**config.mk**
```make
export PLATFORM = sky130hd
export DESIGN_NAME = pc_sequencer
export DESIGN_NICKNAME = d
export VERILOG_FILES = /design/src/rtl/pc_seq_pkg.sv /design/src/rtl/next_pc_logic.sv /design/src/rtl/pc_sequencer.sv
export SDC_FILE = /design/constraint.sdc
export NUM_CORES = 1
export LEC_CHECK = 0
export ABC_AREA = 1
export CAP_MARGIN = 30
export CORE_MARGIN = 3
export CORE_UTILIZATION = 50
export CTS_CLUSTER_DIAMETER = 30
export CTS_CLUSTER_SIZE = 25
export DETAILED_ROUTE_END_ITERATION = 7
export PLACE_DENSITY = 0.75
export SYNTH_ARGS = -nofsm -noshare
export SYNTH_HDL_FRONTEND = slang
export SYNTH_SLANG_ARGS = --single-unit
```
**constraint.sdc**
```tcl
create_clock -name clk -period 3.1 [get_ports clk]
set_input_delay 0.775 -clock clk [delete_from_list [all_inputs] [get_ports clk]]
set_output_delay 0.775 -clock clk [all_outputs]
set_load 0.03 [all_outputs]
```
**src/rtl/pc_seq_pkg.sv**
```systemverilog
// Shared definitions for the PC sequencer: FSM state encoding, branch type
// codes and the default halting instruction word.
package pc_seq_pkg;

   localparam int unsigned XLEN = 32;

   // Two-bit FSM state encoding
   typedef enum logic [1:0] {
      ST_IDLE = 2'b00,
      ST_RUN  = 2'b01,
      ST_HALT = 2'b10
   } state_t;

   // Conditional branch type codes
   localparam logic [1:0] BR_BEQ  = 2'b00;
   localparam logic [1:0] BR_BNE  = 2'b01;
   localparam logic [1:0] BR_BGTZ = 2'b10;
   localparam logic [1:0] BR_BLTZ = 2'b11;

   localparam logic [XLEN-1:0] HALT_INST_DEFAULT = 32'h0000_000C;

endpackage

```
**src/rtl/next_pc_logic.sv**
```systemverilog
// Combinational next-PC selection: jump target, taken-branch target or
// pc+4. All address arithmetic is modulo 2^32.
// Ports:
//   pc       in  32  current instruction address
//   inst     in  32  current instruction word (imm16 / target26 fields)
//   branch   in  1   conditional branch
//   br_type  in  2   BEQ/BNE/BGTZ/BLTZ
//   jump     in  1   unconditional jump (wins over branch)
//   zero     in  1   ALU zero flag
//   msb      in  1   ALU result bit 31
//   next_pc  out 32  selected next address
module next_pc_logic
   import pc_seq_pkg::*;
(
   input  logic [XLEN-1:0] pc,
   input  logic [XLEN-1:0] inst,
   input  logic            branch,
   input  logic [1:0]      br_type,
   input  logic            jump,
   input  logic            zero,
   input  logic            msb,
   output logic [XLEN-1:0] next_pc
);

   logic [XLEN-1:0] w_pc_plus4;
   logic [XLEN-1:0] w_br_offset;
   logic [XLEN-1:0] w_br_target;
   logic [XLEN-1:0] w_j_target;
   logic            w_taken;
   logic            w_unused;

   // Opcode bits are decoded elsewhere
   assign w_unused = ^inst[31:26];

   assign w_pc_plus4  = pc + 32'd4;
   assign w_br_offset = {{14{inst[15]}}, inst[15:0], 2'b00};
   assign w_br_target = w_pc_plus4 + w_br_offset;
   assign w_j_target  = {w_pc_plus4[31:28], inst[25:0], 2'b00};

   // Branch condition evaluation
   always_comb begin
      w_taken = 1'b0;
      if (branch) begin
         case (br_type)
            BR_BEQ:  w_taken = zero;
            BR_BNE:  w_taken = !zero;
            BR_BGTZ: w_taken = !zero && !msb;
            BR_BLTZ: w_taken = msb;
            default: w_taken = 1'b0;
         endcase
      end
   end

   // Jump has priority over a taken branch
   always_comb begin
      next_pc = w_pc_plus4;
      if (jump)
         next_pc = w_j_target;
      else if (w_taken)
         next_pc = w_br_target;
   end

endmodule

```
**src/rtl/pc_sequencer.sv**
```systemverilog
// Program counter sequencer: IDLE/RUN/HALT control with single-step support,
// commit gating for register file / memory writes and a commit counter.
// Ports:
//   clk, reset (async, active-high)
//   inst, zero, msb, branch, br_type, jump   current instruction context
//   start, stop (levels), step_req (rising edge = one step)
//   pc          current instruction address
//   commit_en   combinational; current instruction may write state
//   step_ack    registered one-cycle pulse after a step commit
//   halted      high while in HALT
//   inst_count  committed instruction count (wraps)
module pc_sequencer
   import pc_seq_pkg::*;
#(
   parameter logic [31:0] RESET_PC  = 32'h0000_0000,
   parameter logic [31:0] HALT_INST = HALT_INST_DEFAULT
) (
   input  logic            clk,
   input  logic            reset,
   input  logic [XLEN-1:0] inst,
   input  logic            zero,
   input  logic            msb,
   input  logic            branch,
   input  logic [1:0]      br_type,
   input  logic            jump,
   input  logic            start,
   input  logic            stop,
   input  logic            step_req,
   output logic [XLEN-1:0] pc,
   output logic            commit_en,
   output logic            step_ack,
   output logic            halted,
   output logic [XLEN-1:0] inst_count
);

   state_t          r_state;
   state_t          w_next_state;
   logic [XLEN-1:0] r_pc;
   logic [XLEN-1:0] r_inst_count;
   logic            r_step_req_d;
   logic            r_step_ack;
   logic [XLEN-1:0] w_next_pc;
   logic            w_commit;
   logic            w_halt_hit;
   logic            w_step_edge;
   logic            w_step_commit;

   assign w_halt_hit  = (inst == HALT_INST);
   assign w_step_edge = step_req && !r_step_req_d;

   next_pc_logic u_next_pc (
      .pc      (r_pc),
      .inst    (inst),
      .branch  (branch),
      .br_type (br_type),
      .jump    (jump),
      .zero    (zero),
      .msb     (msb),
      .next_pc (w_next_pc)
   );

   // State register
   always_ff @(posedge clk or posedge reset) begin
      if (reset)
         r_state <= ST_IDLE;
      else
         r_state <= w_next_state;
   end

   // Next-state and commit decode; stop beats halt, start beats step
   always_comb begin
      w_next_state  = r_state;
      w_commit      = 1'b0;
      w_step_commit = 1'b0;
      case (r_state)
         ST_IDLE: begin
            w_commit      = w_step_edge && !start && !w_halt_hit;
            w_step_commit = w_commit;
            if (start)
               w_next_state = ST_RUN;
            else if (w_step_edge && w_halt_hit)
               w_next_state = ST_HALT;
         end
         ST_RUN: begin
            w_commit = !stop && !w_halt_hit;
            if (stop)
               w_next_state = ST_IDLE;
            else if (w_halt_hit)
               w_next_state = ST_HALT;
         end
         ST_HALT: begin
            w_next_state = ST_HALT;
         end
         default: begin
            w_next_state = ST_IDLE;
         end
      endcase
   end

   // PC, counter, step edge history and step acknowledge
   always_ff @(posedge clk or posedge reset) begin
      if (reset) begin
         r_pc         <= RESET_PC;
         r_inst_count <= '0;
         r_step_req_d <= 1'b0;
         r_step_ack   <= 1'b0;
      end else begin
         r_step_req_d <= step_req;
         r_step_ack   <= w_step_commit;
         if (w_commit) begin
            r_pc         <= w_next_pc;
            r_inst_count <= r_inst_count + 32'd1;
         end
      end
   end

   assign pc         = r_pc;
   assign inst_count = r_inst_count;
   assign step_ack   = r_step_ack;
   assign halted     = (r_state == ST_HALT);
   assign commit_en  = w_commit && !reset;

endmodule

```
==> flow_summary.ini <==
[sta]
period_minus_slack_ps = 3040
relSlewSlack = 0.595
post-route-period-util = 0.980
setup_viol = 0
finClkSkew_ps = 2.97
rsz0062_at_grt = true
fmax_mhz = 329
tightest_slew_ps = 608
slew_viol_final = 0
final.setup.worst_slack_ps = 62.3
hold_violations = 0
whs_ps = 529

[routing]
drt-total-wl_um = 22800
ant_nets = 0
drc = 0
dr.pass1.iters = 5
vias_per_cell = 5.38
wl_per_cell_um = 15.2
vias = 8075
drt_iter0_markers = 971

[cts]
numClockSinks = 66
hold_buffers = 0
clockRootBuffer = clkbuf_16
cts_tree = done
cts_max_level = 3
clk_latency_ps = 330
clk_pin_slew_ps = 60
clk_path_buf_depth = 2
cts_buffers = 9

[placement]
dp_hpwl_um = 17800
portBuffers = 107
place.gp.congestion = 1.02
post-place-cells = 1479
post_dp_cell_area_um2 = 8570
dp_slack_ps = -423

[synth]
syn_area_per_cell_um2 = 5.97
synth_area_leaders = dfrtp_1, nand2_1, nor2_1
synth_edf_count = 0
yosysMostFrequentCell = nand2_1
synth-xor-area-share = 0.0663
synth_compound_area_frac = 0.0985
yosys.area_share.adder = 0.0721
synthFlopType = dfrtp_1
synth_simple_gate_area_frac = 0.424
yosysTopAreaCell = dfrtp_1
ys_seq_area_frac = 0.240
synthMuxAreaShare = 0
yosysTopAreaCellShare = 0.240
synth_top_family_by_area = simple AND/OR/NAND/NOR gates
synth_cell_type_count = 37
yosys-top-cells-count = nand2_1, nor2_1, inv_1, nand3_1, a21oi_1
ys_ff_latch = 66
synthCells = 1152
ys_warn_count = 0
syn_area_um2 = 6870
synthArstFlopShare = 1.00

[cells_and_area]
fin_cells = 1500
fillers = 1240
drive_gt1_frac = 0.120
fin_util = 0.684
antenna_cells = 0
nets = 1401
design_area_um2 = 9130
area_growth_pct = 32.9

[worst_setup_path]
crit_start = inst[14]
rr_worst_depth = 17
start_kind = input pin
regToRegSetupSlack_ps = 90
worstSetupEndpointType = output pin
critPathCapture = commit_en
worstPathRequired_ps = 2320
crit_type = in2out
r2r_end = pc[27]$_DFFE_PP0P_
worstPathMaxFanout = 2
critical_path_arrival_ps = 2260
reg2reg_from = pc[2]$_DFFE_PP0P_

[pwr]
ir_drop_v = 0.000610
power.density_nw_per_um2 = 863
p_leak_uw = 0.00458

[global_route]
antenna_found_initial = 0
grt_pass1_wl_um = 35000
grt_usage = 0.294
grt-ovfl-total = 0
grt_max_degree = 56
grt_pass1_vias = 7092

[floorplanning]
num_rows = 42
fp.dieH_um = 123
coreArea_um2 = 13300
die-area_um2 = 15200
io_pins = 110
die_w_um = 123
initial_core_util = 0.515

[outcome]
run_status = finished, final reports clean

[worst_hold_path]
hp-class = reg2reg

[job]
cap_violations = 0
## registers in the layout, summed over array words and instances, names as in the netlist
signal and cells:
pc 30, r_step_req_d 1, r_state 2, inst_count 32
step_ack 1
## power by group
group	switching [uW]	internal [uW]	total, uW
Clock	397	705	1100
Sequential	439	1150	1590
Combinational	3180	2010	5190
## through the flow
| step | setup TNS (ps) | power [uW] |
|---|---|---|
| 5_1_grt | -313 | 8500 |
| 3_3_place_gp | -450 | 6430 |
| 4_1_cts | 0 | 7610 |
| 3_5_place_dp | -591 | 6480 |
| 6_report | 0 | 7880 |
| 2_1_floorplan | 0 | 4740 |
## cells by family after synthesis
logic type | Yosys count
buffers and inverters | 167
AO/OA/AOI/OAI | 125
AND/OR/NAND/NOR | 702
XOR/XNOR | 52
flip-flops | 66
other | 1
adder cells (fa/ha/maj) | 39
## critical path, stage by stage
cell and delay (ps):
clkdlybuf4s50_1 540, nor4_2 270, nand2_1 140, nor2_1 120, nand2_1 110, o21ai_4 90
nor2_1 50, buf_4 160
## per-layer routing
layer | share of wire | GRT usage | up-vias
li1 | - | - | 3993
met1 | 0.44 | 0.416 | 3636
met2 | 0.43 | 0.437 | 381
met3 | 0.089 | 0.0682 | 65
met4 | 0.039 | 0.106 | 0
met5 | 0 | 0 | -
## how the worst min path moves through the flow
stage                                     from                          to  depth (start not counted)  slack, ps
floorplan               r_state[1]$_DFFE_PP0P_      r_state[0]$_DFFE_PP0P_                          3        500
global placement    inst_count[11]$_DFFE_PP0P_  inst_count[11]$_DFFE_PP0P_                          1        510
detailed placement   inst_count[5]$_DFFE_PP0P_   inst_count[5]$_DFFE_PP0P_                          1        520
CTS                 inst_count[11]$_DFFE_PP0P_  inst_count[11]$_DFFE_PP0P_                          1        520
global route         inst_count[6]$_DFFE_PP0P_   inst_count[6]$_DFFE_PP0P_                          1        550
finish              inst_count[31]$_DFFE_PP0P_  inst_count[31]$_DFFE_PP0P_                          2        530
## layout by cell type (no fill, tap or decap), drive strengths merged, types with 2 or more instances in the layout
master	n
clkbuf	10
nand3	83
nand4	18
a21o	4
o21ai	32
xor2	33
and2	4
nand3b	3
buf	74
o21bai	6
a21oi	74
dlymetal6s2s	3
clkinv	2
xnor2	19
clkinvlp	3
nor3	12
nand2	411
conb	2
o211ai	8
nor4	14
or2	8
ha	38
bufinv	2
clkdlybuf4s50	103
dfrtp	66
inv	141
nor2	148
## layout make-up
type | count | area, um^2 | area share
clock buffers | 10 | 229 | 0.0251
clock inverters | 6 | 91.3 | 0.0100
inverters | 142 | 533 | 0.0584
multi-input cells | 920 | 4740 | 0.519
flip-flops and latches | 66 | 1670 | 0.183
well taps | 176 | 220 | 0.0241
repair buffers | 180 | 1650 | 0.181
## timing repair
action	in CTS	in global routing
pin swaps	0	6
gates resized for setup	8	57
setup endpoints to repair	3	21
endpoints found under the hold margin	0	0
setup buffers	0	5
Power figures use the tool's default switching activity.
